===== src/rtl/ddr2_init_engine.sv =====
// DDR2 power-up initialization sequencer: walks the JEDEC init command list
// on the pad command bus, then raises a sticky ready flag.
`timescale 1ns/1ps
module ddr2_init_engine #(
   parameter int          T_CKE_LOW = 100,
   parameter int          T_XPR     = 20,
   parameter int          T_RP      = 3,
   parameter int          T_MRD     = 2,
   parameter int          T_RFC     = 26,
   parameter int          T_FINAL   = 200,
   parameter logic [12:0] MR_DLLRST = 13'h0542,
   parameter logic [12:0] MR_NORM   = 13'h0442,
   parameter logic [12:0] EMR1_BASE = 13'h0000,
   parameter logic [12:0] EMR1_OCD  = 13'h0380,
   parameter int          CW        = 16
) (
   input  logic        clk,
   input  logic        reset,
   input  logic        initddr,
   output logic        cke,
   output logic        csbar,
   output logic        rasbar,
   output logic        casbar,
   output logic        webar,
   output logic [1:0]  ba,
   output logic [12:0] a,
   output logic        odt,
   output logic        busy,
   output logic        ready
);

   typedef enum logic [1:0] {IDLE, CKE_LOW, SEQ, DONE} state_t;

   localparam logic [3:0] CMD_NOP  = 4'b0111;
   localparam logic [3:0] CMD_PREA = 4'b0010;
   localparam logic [3:0] CMD_MRS  = 4'b0000;
   localparam logic [3:0] CMD_REF  = 4'b0001;
   localparam logic [3:0] LAST_STEP = 4'd11;

   localparam logic [CW-1:0] L_CKE   = CW'(T_CKE_LOW - 1);
   localparam logic [CW-1:0] L_XPR   = CW'(T_XPR - 1);
   localparam logic [CW-1:0] L_RP    = CW'(T_RP - 1);
   localparam logic [CW-1:0] L_MRD   = CW'(T_MRD - 1);
   localparam logic [CW-1:0] L_RFC   = CW'(T_RFC - 1);
   localparam logic [CW-1:0] L_FINAL = CW'(T_FINAL - 1);

   state_t          state;
   logic [3:0]      step;
   logic [CW-1:0]   cnt;
   logic [3:0]      cmd;

   logic [3:0]      s_cmd;
   logic [1:0]      s_ba;
   logic [12:0]     s_a;
   logic [CW-1:0]   s_gap;

   assign {csbar, rasbar, casbar, webar} = cmd;

   // Command table: what step issues and how long to wait before the next one.
   always_comb begin
      s_cmd = CMD_NOP;
      s_ba  = 2'b00;
      s_a   = 13'h0000;
      s_gap = L_FINAL;
      case (step)
         4'd0:  begin s_cmd = CMD_PREA; s_a = 13'h0400; s_gap = L_RP; end
         4'd1:  begin s_cmd = CMD_MRS; s_ba = 2'b10; s_gap = L_MRD; end
         4'd2:  begin s_cmd = CMD_MRS; s_ba = 2'b11; s_gap = L_MRD; end
         4'd3:  begin s_cmd = CMD_MRS; s_ba = 2'b01; s_a = EMR1_BASE; s_gap = L_MRD; end
         4'd4:  begin s_cmd = CMD_MRS; s_a = MR_DLLRST; s_gap = L_MRD; end
         4'd5:  begin s_cmd = CMD_PREA; s_a = 13'h0400; s_gap = L_RP; end
         4'd6:  begin s_cmd = CMD_REF; s_gap = L_RFC; end
         4'd7:  begin s_cmd = CMD_REF; s_gap = L_RFC; end
         4'd8:  begin s_cmd = CMD_MRS; s_a = MR_NORM; s_gap = L_MRD; end
         4'd9:  begin s_cmd = CMD_MRS; s_ba = 2'b01; s_a = EMR1_OCD; s_gap = L_MRD; end
         4'd10: begin s_cmd = CMD_MRS; s_ba = 2'b01; s_a = EMR1_BASE; s_gap = L_FINAL; end
         default: ;
      endcase
   end

   always_ff @(posedge clk or posedge reset) begin
      if (reset) begin
         state <= IDLE;
         step  <= 4'd0;
         cnt   <= '0;
         cke   <= 1'b0;
         cmd   <= CMD_NOP;
         ba    <= 2'b00;
         a     <= 13'h0000;
         odt   <= 1'b0;
         busy  <= 1'b0;
         ready <= 1'b0;
      end else begin
         cmd <= CMD_NOP;
         ba  <= 2'b00;
         a   <= 13'h0000;
         odt <= 1'b0;
         case (state)
            IDLE: begin
               if (initddr) begin
                  state <= CKE_LOW;
                  busy  <= 1'b1;
                  cnt   <= L_CKE;
               end
            end
            // The edge that leaves CKE_LOW still drives cke low; SEQ raises it
            // one edge later, and the XPR wait is counted from that same edge.
            CKE_LOW: begin
               if (cnt == '0) begin
                  state <= SEQ;
                  step  <= 4'd0;
                  cnt   <= L_XPR;
               end else begin
                  cnt <= cnt - 1'b1;
               end
            end
            SEQ: begin
               cke <= 1'b1;
               if (cnt != '0) begin
                  cnt <= cnt - 1'b1;
               end else if (step == LAST_STEP) begin
                  state <= DONE;
                  busy  <= 1'b0;
                  ready <= 1'b1;
               end else begin
                  cmd  <= s_cmd;
                  ba   <= s_ba;
                  a    <= s_a;
                  cnt  <= s_gap;
                  step <= step + 1'b1;
               end
            end
            DONE: cke <= 1'b1;
            default: state <= IDLE;
         endcase
      end
   end

endmodule


===== config.mk =====
export PLATFORM = sky130hd
export DESIGN_NAME = ddr2_init_engine
export DESIGN_NICKNAME = d
export VERILOG_FILES = /design/src/rtl/ddr2_init_engine.sv
export SDC_FILE = /design/constraint.sdc
export NUM_CORES = 1
export LEC_CHECK = 0
export ABC_AREA = 1
export BUFFER_PORTS_ARGS = -buffer_cell sky130_fd_sc_hd__buf_2
export CORE_MARGIN = 10
export CORE_UTILIZATION = 58
export DETAILED_ROUTE_END_ITERATION = 8
export PLACE_DENSITY_LB_ADDON = 0.15
export SLEW_MARGIN = 20
export SYNTH_ARGS = -nofsm -noshare
export SYNTH_HDL_FRONTEND = slang
export SYNTH_SLANG_ARGS = --single-unit

===== constraint.sdc =====
create_clock -name clk -period 1.98 [get_ports clk]
set_input_delay 0.396 -clock clk [delete_from_list [all_inputs] [get_ports clk]]
set_output_delay 0.396 -clock clk [all_outputs]
set_load 0.05 [all_outputs]

==> results_dict.tcl <==
set metrics [dict create \
    grt.total_usage_pct 15.88 \
    fmax_ghz 0.5448 \
    synthesis.area_um2 2261 \
    synth_flop_cell "dfrtp_1" \
    viasPerCell 5.099 \
    p_sw_mw 1.475 \
    synth_edf_count 0 \
    cts_sinks 34 \
    area_delta_synth_final_pct 9.795 \
    arrival_ns 2.02 \
    ys_ff_latch 34 \
    period_minus_slack_ns 1.836 \
    vias 1948 \
    async_reset_ff_share_pct 100.0 \
    skew_ns 0.003781 \
    cts_root_buffer "clkbuf_8" \
    numCtsBuffers 5 \
    hold_violations 0 \
    diodes 0 \
    synth_top_area_share_pct 34.31 \
    core_area_um2 3716 \
    ff2ff_path_depth 11 \
    grt_pass1_wl_um 8404 \
    cap_viol_max_count 0 \
    postRouteAntennaNets 0 \
    grt_start_max_net_pins 35 \
    p_clk_share_pct 19.6 \
    cellPowerDensity_nw_per_um2 1251 \
    cts_tree "built" \
    hold_path.class "input pin to async pin" \
    portBuffers 16 \
    wl_per_cell_um 12.99 \
    power.internal_mw 1.630 \
    dp_cells 374 \
    dieHeight_um 82.44 \
    place.gp.congestion 0.9039 \
    final_layout_size_suffix_gt1_share_pct 17.07 \
    drc 0 \
    status "finished clean" \
    ir_drop_mv 0.8763 \
    p_seq_share_pct 29.5 \
    drtIter0Drc 157 \
    dieArea_um2 6796 \
    cts_max_level 2 \
    io_pins 26 \
    syn_inst 312 \
    slew_viol_final 0 \
    syn_avg_cell_area_um2 7.247 \
    drt_first_pass_iters 4 \
    crit_path_end_kind "flip-flop" \
    path_clk_slew_ns 0.07 \
    ys.warnings.count 0 \
    fillers 330 \
    synth_seq_area_share_pct 37.80 \
    p_sw_share_pct 47.50 \
    cts_buffer_depth 2 \
    cp_data_required_time_ns 2.16 \
    final_nets 346 \
    postCtsSetupBuffers 0 \
    row_count 22 \
    dp_hpwl_um 3713 \
    yosysTopAreaCell "dfrtp_1" \
    synth_commonest_cells "nand2_1 (80), nor2_1 (45), inv_1 (39)" \
    worstSetupPathType "flip-flop to flip-flop" \
    crit_path_max_fanout 14 \
    start_util_pct 60.84 \
    wirelength_um 4961 \
    leakagePower_nw 1.285 \
    antenna_found_initial 0 \
    clock_latency_ns 0.30 \
    synth.area.top_cells "dfrtp_1 (34%), nand2_1 (13%), nor2_1 (7.5%)" \
    synthDistinctLibCells 36 \
    die_x_um 82.44 \
    grt_pass1_vias 1856 \
    critPathLaunchType "flip-flop" \
    post-route-period-util_pct 92.71 \
    utilization_pct 66.80 \
    globalRouteOverflowTotal 0 \
    finalSetupViolations 0 \
    pwr-share-comb_pct 50.8 \
    synth_most_common_cell "nand2_1" \
    final_cells 382 \
]
[kinds of logic after synthesis]
logic type | synth area share (%)
fa+ha+maj | 5.534
buf+inv | 12.34
simple gates | 32.54
other cells | 0.1659
flops | 37.80
xor+xnor | 2.324
compound gates | 9.297
[metrics by stage]
step	area [µm²]	power (mW)	setup WS [ns]	setup TNS, ns	hold slack (ns)
after CTS	2461	3.051	0.05261	0	0.1902
after global placement	2351	2.410	0.07659	0	0.4597
after floorplan	2291	2.149	0.3697	0	0.4930
after detailed placement	2351	2.424	0.04364	0	0.4560
final	2482	3.104	0.1444	0	0.1736
after global routing	2482	3.339	-0.003556	-0.006955	0.2342
[sequential cells by signal, indices dropped and copies added (netlist names)]
| register | cells |
|---|---|
| a | 4 |
| cmd | 3 |
| cnt | 16 |
| cke | 1 |
| busy | 1 |
| state | 2 |
| ready | 1 |
| step | 4 |
| ba | 2 |
[worst paths after layout]
kind,from,endpoint,slack (ns)
worst max-delay path,cnt[0],cnt[12],0.14
worst min-delay path,reset,cnt[3],0.17
worst max register to register,cnt[0],cnt[12],0.14
worst min register to register,cke,cke,0.47
max in group asynchronous,reset,cmd[2],1.48
min in group clk,cke,cke,0.47
[critical path, stage by stage (launching register included)]
cell	delay, ns
dfrtp_1	0.39
inv_1	0.10
ha_2	0.23
nand3_2	0.16
nor2_4	0.18
nand3_2	0.16
nand2_8	0.17
inv_2	0.13
nand2_1	0.08
nand2_1	0.04
nand2_1	0.05
nor2_1	0.03
[what timing repair did]
item                       in CTS  in global routing
hold buffers                    0                  0
setup endpoints to repair       0                 19
gates resized for setup         0                  5
[placed cells by master (no fill, tap or decap), drive strengths merged]
| cell | synthesis | final |
|---|---|---|
| a21oi | 11 | 11 |
| a22oi | 1 | 1 |
| and2 | 1 | 1 |
| buf | 14 | 20 |
| clkbuf | 0 | 8 |
| conb | 1 | 9 |
| dfrtp | 31 | 31 |
| dfstp | 3 | 3 |
| ha | 10 | 10 |
| inv | 45 | 45 |
| nand2 | 83 | 83 |
| nand3 | 27 | 27 |
| nand4 | 2 | 2 |
| nor2 | 50 | 50 |
| nor3 | 4 | 4 |
| nor4 | 1 | 1 |
| o21ai | 15 | 15 |
| o21bai | 2 | 2 |
| o22ai | 1 | 1 |
| o31ai | 3 | 3 |
| or3 | 1 | 1 |
| xnor2 | 1 | 1 |
| xor2 | 5 | 5 |
[power by group through the flow]
stage               clock network [mW]  registers (mW)  logic (mW)
floorplan                            0           0.938        1.21
global placement                     0           0.923        1.49
detailed placement                   0           0.928        1.50
global route                     0.648           0.934        1.76
CTS                              0.625           0.915        1.51
finish                           0.610           0.916        1.58
[routing by layer]
metal  wire length, µm  up-vias  global-route usage, %
li1                  -     1005                      -
met1              2330      885                  19.72
met2              2271       52                  25.58
met3               291        6                  3.456
met4                68        0                  7.653
met5                 0        -                      0
[area by class of cell]
type	count	area [µm²]	share of cell area, %
clock buffer	8	110.1	4.436
timing repair buffer	20	110.1	4.436
tap	48	60.06	2.419
sequential	34	854.6	34.43
inverter	45	168.9	6.804
multi-input combinational	227	1179	47.48
Power figures use the tool's default switching activity.
